**config.mk**
```make
export PLATFORM = sky130hd
export DESIGN_NAME = instr_loader_flat
export DESIGN_NICKNAME = d
export VERILOG_FILES = /design/src/rtl/instr_loader_if.sv /design/src/rtl/instr_loader.sv /design/src/flat_wrapper.sv
export SDC_FILE = /design/constraint.sdc
export NUM_CORES = 1
export LEC_CHECK = 0
export CORE_UTILIZATION = 56
export DETAILED_ROUTE_END_ITERATION = 8
export GPL_TIMING_DRIVEN = 0
export PLACE_DENSITY = 0.88
export SKIP_LAST_GASP = 1
export SYNTH_ARGS = -nofsm -noshare
export SYNTH_HDL_FRONTEND = slang
export SYNTH_SLANG_ARGS = --single-unit
```
**constraint.sdc**
```tcl
create_clock -name CLK -period 4.51 [get_ports CLK]
set_input_delay 0.6765 -clock CLK [delete_from_list [all_inputs] [get_ports CLK]]
set_output_delay 0.6765 -clock CLK [all_outputs]
set_load 0.01 [all_outputs]
```
**src/rtl/instr_loader_if.sv**
```systemverilog
// Byte-stream and instruction-memory signals of the boot loader.
// The master drives the stream (start/in_byte/in_valid); the slave is the loader.
interface instr_loader_if;
    logic        start;
    logic [7:0]  in_byte;
    logic        in_valid;
    logic        in_ready;
    logic        imem_we;
    logic [31:0] imem_addr;
    logic [31:0] imem_wdata;
    logic        cpu_run;
    logic        busy;
    logic        error;
    logic [1:0]  err_code;
    logic [15:0] words_loaded;
    logic [2:0]  dbg_state;

    // Valid/ready: a byte moves on a rising edge where in_valid && in_ready;
    // in_ready depends on loader state only, never on in_valid.
    modport master (
        output start, in_byte, in_valid,
        input  in_ready, imem_we, imem_addr, imem_wdata, cpu_run, busy,
               error, err_code, words_loaded, dbg_state
    );

    modport slave (
        input  start, in_byte, in_valid,
        output in_ready, imem_we, imem_addr, imem_wdata, cpu_run, busy,
               error, err_code, words_loaded, dbg_state
    );
endinterface

```
**src/rtl/instr_loader.sv**
```systemverilog
// Boot loader: receives a counted, XOR-checksummed byte frame, packs big-endian
// words into instruction memory and raises cpu_run once the image verifies.
module instr_loader #(
    parameter int          DEPTH     = 64,
    parameter logic [31:0] BASE_ADDR = 32'h0,
    parameter int          TIMEOUT   = 1024
) (
    input  logic           CLK,
    input  logic           RST_N,
    instr_loader_if.slave  bus
);
    localparam int          TW      = $clog2(TIMEOUT + 1);
    localparam logic [TW-1:0] TO_LAST = TW'(TIMEOUT - 1);
    localparam logic [15:0] DEPTH_W = 16'(DEPTH);

    typedef enum logic [2:0] {
        S_IDLE, S_HDR_HI, S_HDR_LO, S_DATA, S_CSUM, S_DONE, S_ERROR
    } state_t;

    state_t        r_state;
    state_t        w_next;
    logic [15:0]   r_count;
    logic [1:0]    r_byte_idx;
    logic [31:0]   r_word;
    logic [7:0]    r_csum;
    logic [TW-1:0] r_idle_cnt;
    logic          r_we;
    logic [31:0]   r_addr;
    logic [31:0]   r_wdata;
    logic [15:0]   r_words_loaded;
    logic [1:0]    r_err_code;
    logic          w_in_ready;
    logic          w_start_load;
    logic [1:0]    w_err;
    logic          w_accept;
    logic [15:0]   w_hdr_count;

    assign w_accept    = w_in_ready && bus.in_valid;
    assign w_hdr_count = {r_count[15:8], bus.in_byte};

    always_ff @(posedge CLK) begin
        if (!RST_N) r_state <= S_IDLE;
        else        r_state <= w_next;
    end

    always_comb begin
        w_next       = r_state;
        w_err        = 2'b00;
        w_in_ready   = 1'b0;
        w_start_load = 1'b0;
        case (r_state)
            S_IDLE, S_DONE, S_ERROR: begin
                if (bus.start) begin
                    w_next       = S_HDR_HI;
                    w_start_load = 1'b1;
                end
            end
            S_HDR_HI: begin
                w_in_ready = 1'b1;
                if (bus.in_valid) w_next = S_HDR_LO;
            end
            S_HDR_LO: begin
                w_in_ready = 1'b1;
                if (bus.in_valid) begin
                    if (w_hdr_count != 16'd0 && w_hdr_count <= DEPTH_W) begin
                        w_next = S_DATA;
                    end else begin
                        w_next = S_ERROR;
                        w_err  = 2'b01;
                    end
                end
            end
            S_DATA: begin
                w_in_ready = 1'b1;
                if (bus.in_valid && r_byte_idx == 2'd3 && r_words_loaded == r_count - 16'd1)
                    w_next = S_CSUM;
            end
            S_CSUM: begin
                w_in_ready = 1'b1;
                if (bus.in_valid) begin
                    if (bus.in_byte == r_csum) begin
                        w_next = S_DONE;
                    end else begin
                        w_next = S_ERROR;
                        w_err  = 2'b10;
                    end
                end
            end
            default: w_next = S_IDLE;
        endcase
        // The stream-receiving states are exactly the ones the idle timer guards.
        if (w_in_ready && !bus.in_valid && r_idle_cnt == TO_LAST) begin
            w_next = S_ERROR;
            w_err  = 2'b11;
        end
    end

    always_ff @(posedge CLK) begin
        if (!RST_N) begin
            r_count        <= '0;
            r_byte_idx     <= '0;
            r_word         <= '0;
            r_csum         <= '0;
            r_idle_cnt     <= '0;
            r_we           <= 1'b0;
            r_addr         <= '0;
            r_wdata        <= '0;
            r_words_loaded <= '0;
            r_err_code     <= '0;
        end else begin
            r_we <= 1'b0;
            if (w_start_load) begin
                r_count        <= '0;
                r_byte_idx     <= '0;
                r_word         <= '0;
                r_csum         <= '0;
                r_words_loaded <= '0;
                r_err_code     <= '0;
            end
            if (w_err != 2'b00) r_err_code <= w_err;
            if (w_in_ready && !bus.in_valid) r_idle_cnt <= r_idle_cnt + TW'(1);
            else                             r_idle_cnt <= '0;
            if (w_accept) begin
                case (r_state)
                    S_HDR_HI: r_count[15:8] <= bus.in_byte;
                    S_HDR_LO: r_count[7:0]  <= bus.in_byte;
                    S_DATA: begin
                        r_word     <= {r_word[23:0], bus.in_byte};
                        r_csum     <= r_csum ^ bus.in_byte;
                        r_byte_idx <= r_byte_idx + 2'd1;
                        // words_loaded doubles as the index of the word being completed
                        if (r_byte_idx == 2'd3) begin
                            r_we           <= 1'b1;
                            r_wdata        <= {r_word[23:0], bus.in_byte};
                            r_addr         <= BASE_ADDR + {14'd0, r_words_loaded, 2'b00};
                            r_words_loaded <= r_words_loaded + 16'd1;
                        end
                    end
                    default: ;
                endcase
            end
        end
    end

    assign bus.in_ready     = w_in_ready;
    assign bus.busy         = w_in_ready;
    assign bus.cpu_run      = (r_state == S_DONE);
    assign bus.error        = (r_state == S_ERROR);
    assign bus.err_code     = r_err_code;
    assign bus.imem_we      = r_we;
    assign bus.imem_addr    = r_addr;
    assign bus.imem_wdata   = r_wdata;
    assign bus.words_loaded = r_words_loaded;
    assign bus.dbg_state    = r_state;
endmodule

```
**src/flat_wrapper.sv**
```systemverilog
// flat-port wrapper written by rule: the top's interface ports become plain ports
module instr_loader_flat 
#(
    parameter int          DEPTH     = 64,
    parameter logic [31:0] BASE_ADDR = 32'h0,
    parameter int          TIMEOUT   = 1024
)
  (CLK, RST_N, bus_start, bus_in_byte, bus_in_valid, bus_in_ready, bus_imem_we, bus_imem_addr, bus_imem_wdata, bus_cpu_run, bus_busy, bus_error, bus_err_code, bus_words_loaded, bus_dbg_state);
  instr_loader_if bus_i ();
  input  logic CLK;
  input  logic RST_N;
  input wire logic [$bits(bus_i.start)-1:0] bus_start;
  input wire logic [$bits(bus_i.in_byte)-1:0] bus_in_byte;
  input wire logic [$bits(bus_i.in_valid)-1:0] bus_in_valid;
  output wire logic [$bits(bus_i.in_ready)-1:0] bus_in_ready;
  output wire logic [$bits(bus_i.imem_we)-1:0] bus_imem_we;
  output wire logic [$bits(bus_i.imem_addr)-1:0] bus_imem_addr;
  output wire logic [$bits(bus_i.imem_wdata)-1:0] bus_imem_wdata;
  output wire logic [$bits(bus_i.cpu_run)-1:0] bus_cpu_run;
  output wire logic [$bits(bus_i.busy)-1:0] bus_busy;
  output wire logic [$bits(bus_i.error)-1:0] bus_error;
  output wire logic [$bits(bus_i.err_code)-1:0] bus_err_code;
  output wire logic [$bits(bus_i.words_loaded)-1:0] bus_words_loaded;
  output wire logic [$bits(bus_i.dbg_state)-1:0] bus_dbg_state;
  assign bus_i.start = bus_start;
  assign bus_i.in_byte = bus_in_byte;
  assign bus_i.in_valid = bus_in_valid;
  assign bus_in_ready = bus_i.in_ready;
  assign bus_imem_we = bus_i.imem_we;
  assign bus_imem_addr = bus_i.imem_addr;
  assign bus_imem_wdata = bus_i.imem_wdata;
  assign bus_cpu_run = bus_i.cpu_run;
  assign bus_busy = bus_i.busy;
  assign bus_error = bus_i.error;
  assign bus_err_code = bus_i.err_code;
  assign bus_words_loaded = bus_i.words_loaded;
  assign bus_dbg_state = bus_i.dbg_state;
  instr_loader #(.DEPTH(DEPTH), .BASE_ADDR(BASE_ADDR), .TIMEOUT(TIMEOUT)) u_core (.CLK(CLK), .RST_N(RST_N), .bus(bus_i));
endmodule
```
==> out/metrics.cfg <==
[setup_path]
crit_type = register to register
worstSetupStartpointType = register
reg2reg_slack_ns = 1.44
crit_path_end_kind = register
crit_fanout = 8
worst_r2r_path_depth = 8
cp.arrival_ns = 3.48
cp.required_ns = 4.92

[timing]
worst_slack_ns = 1.44
final-setup-viol-count = 0
slew_headroom = 0.385
skew_ns = 0.00790
fin_crit_sh = 0.680
fin_crit_ns = 3.07
max_clock_freq_mhz = 326
fin_tns_setup_ns = 0
finalMaxSlewViolations = 0
finalHoldViolCount = 0
rsz0062_at_grt = false
worst_pin_slew_ns = 0.910

[clock_tree]
cts_tree = built
cts_setup_buffers = 0
clock_sinks = 131
cts_resized = 0
cts_hold_buf = 0
cts_buffer_depth = 2
cts_inserted_buffers = 17
clkTransAtPathRegs_ns = 0.06
insertion_delay_ns = 0.53
htreeDepth = 4
cts-root-buf = clkbuf_8

[drt]
wl_per_cell_um = 16.8
drtIter0Drc = 554
ant_nets = 0
drcViolationCount = 0
vias = 6017
viasPerCell = 5.95
wirelength_um = 17000
dr.pass1.iters = 5

[floorplanning]
ioPinCount = 102
core_area_um2 = 9950
die_w_um = 104
start_util = 0.586
die_h_um = 104
die-area_um2 = 10800
rows = 36

[global_routing]
grt-ovfl-total = 0
grt_pass1_vias = 5741
antenna_found_initial = 0
grt_max_degree = 17
grt_first_pass_wirelength_um = 27800
track_usage = 0.318

[synthesis]
synth_warnings = 0
synth-seq-cells = 131
seq_area_frac_synth = 0.449
postSynth.asyncResetShare = 0
synth_cell_types = 50
synth_area_leader_cell = dfxtp_1
synth_area_leaders = dfxtp_1 (45%), nand2_1 (11%), a21oi_1 (9.4%)
syn_inst = 750
netlist_area_um2 = 5830
synth_top_area_frac = 0.449
synth_flop_cell = dfxtp_1
postSynthAreaPerCell_um2 = 7.78
synth_edf_count = 0

[hold_path]
hold_path_class = register to register
holdPathStages = 2

[placed_design]
hpwl_um = 11300
dp_slack_ns = 1.18
gp_congestion = 0.883
placed_cells = 979
place_area_um2 = 6870
numPortBuffers = 81

[outcome]
outcome = finished, final reports clean

[power_and_ir_drop]
power.density_nw_per_um2 = 452
p_leak_nw = 2.59
ir_drop_mv = 0.299
power_w = 0.00337

[final_layout]
final_layout_size_suffix_gt1_frac = 0.0615
diodes = 0
syn_to_final_growth_pct = 27.9
nets = 881
multi_input_area_um2 = 2890
fillers = 690
finalInstanceArea_um2 = 7460
seqCellArea_um2 = 2620
final_cells = 1011

[job]
drv_cap = 0

-- sequential cells by signal, summed over array words and instances (netlist names) --
signal and flops:
u_core.r_byte_idx 2, u_core.r_word 24, u_core.r_count 16, u_core.bus.dbg_state 3, u_core.bus.imem_addr 16, u_core.bus.imem_wdata 32
u_core.r_csum 8, u_core.r_idle_cnt 11, u_core.bus.words_loaded 16, u_core.bus.err_code 2, u_core.bus.imem_we 1
-- cell usage after synthesis, types with 5 or more instances --
master    number
clkbuf_1      46
o21ai_1        6
xnor2_1       20
dfxtp_1      131
inv_1          9
and2_1         9
and3_1         7
nor4_1         6
buf_4         18
nor3_1        11
nand3_1       58
o21ai_0       13
nand2_1      164
or4_1          5
a21oi_1      109
xor2_1        23
nor2_1        47
-- cells by family after synthesis --
| family | after synthesis | synth area share |
|---|---|---|
| AO/OA/AOI/OAI | 158 | 0.151 |
| adder cells (fa/ha/maj) | 4 | 0.00858 |
| multiplexers | 4 | 0.00686 |
| flip-flops | 131 | 0.449 |
| AND/OR/NAND/NOR | 330 | 0.254 |
| XOR/XNOR | 43 | 0.0646 |
| buffers and inverters | 79 | 0.0650 |
| other | 1 | 0.000643 |
-- cell type report --
cell class              count  share of cell area
plain buffers              69              0.0458
well taps                 133              0.0223
repair buffers             81               0.109
multi-input cells         555               0.387
inverters                  10             0.00503
clock buffers              18              0.0560
clock inverters            14              0.0238
flip-flops and latches    131               0.351
-- metrics by stage --
stage | utilization | hold WS (ns)
final | 0.750 | 0.456
after global routing | 0.750 | 0.478
after CTS | 0.750 | 0.456
after detailed placement | 0.690 | 0.447
after global placement | 0.690 | 0.438
after floorplan | - | 0.430
-- layout by cell type, fill, tap and decap left out, types with 3 or more instances in the layout --
cell type,synthesis,layout
and2_1,9,9
nand2_1,164,164
clkbuf_16,0,16
clkbuf_1,46,47
inv_1,9,9
dfxtp_1,131,131
and3_1,7,7
conb_1,1,16
buf_4,18,18
a211oi_1,3,3
clkdlybuf4s50_1,0,81
nor4_1,6,6
or4_1,5,5
o22ai_1,4,4
ha_1,4,4
nand4_1,4,4
nor2b_1,4,4
mux2i_1,4,4
nor3_1,11,11
nor3b_1,4,4
o21ai_1,6,6
a21o_1,3,3
a22oi_1,4,4
buf_1,3,3
o21ai_0,13,13
inv_6,0,4
a21oi_1,109,109
xor2_1,23,23
nand3_1,58,58
clkinvlp_4,0,4
xnor2_1,20,20
nor2_1,47,47
bufinv_16,0,3
-- routing by layer --
metal	vias to the layer above	global-route usage	share of wire
li1	2752	-	-
met1	2773	0.378	0.38
met2	399	0.540	0.48
met3	93	0.0608	0.095
met4	0	0.174	0.045
met5	-	0	0
-- power breakdown --
group          internal, W  switching (W)
clock network     0.000849       0.000547
registers          0.00120      0.0000406
logic             0.000281       0.000457
-- critical path, cell delays in order, from the launching register on --
cell      delay [ns]
dfxtp_1         0.32
buf_6           0.13
or4_4           0.48
buf_6           0.15
or4_1           0.50
a2111o_1        0.38
a2111o_1        0.46
a21o_1          0.22
a221o_1         0.32
-- path summary, 6_finish.rpt --
| check | from | endpoint |
|---|---|---|
| max reg2reg | u_core.r_count[2] | u_core.bus.dbg_state[2] |
| min reg2reg | u_core.bus.imem_addr[2] | u_core.bus.imem_addr[2] |
| max | u_core.r_count[2] | u_core.bus.dbg_state[2] |
| min | u_core.bus.imem_addr[2] | u_core.bus.imem_addr[2] |
Power figures use the tool's default switching activity.
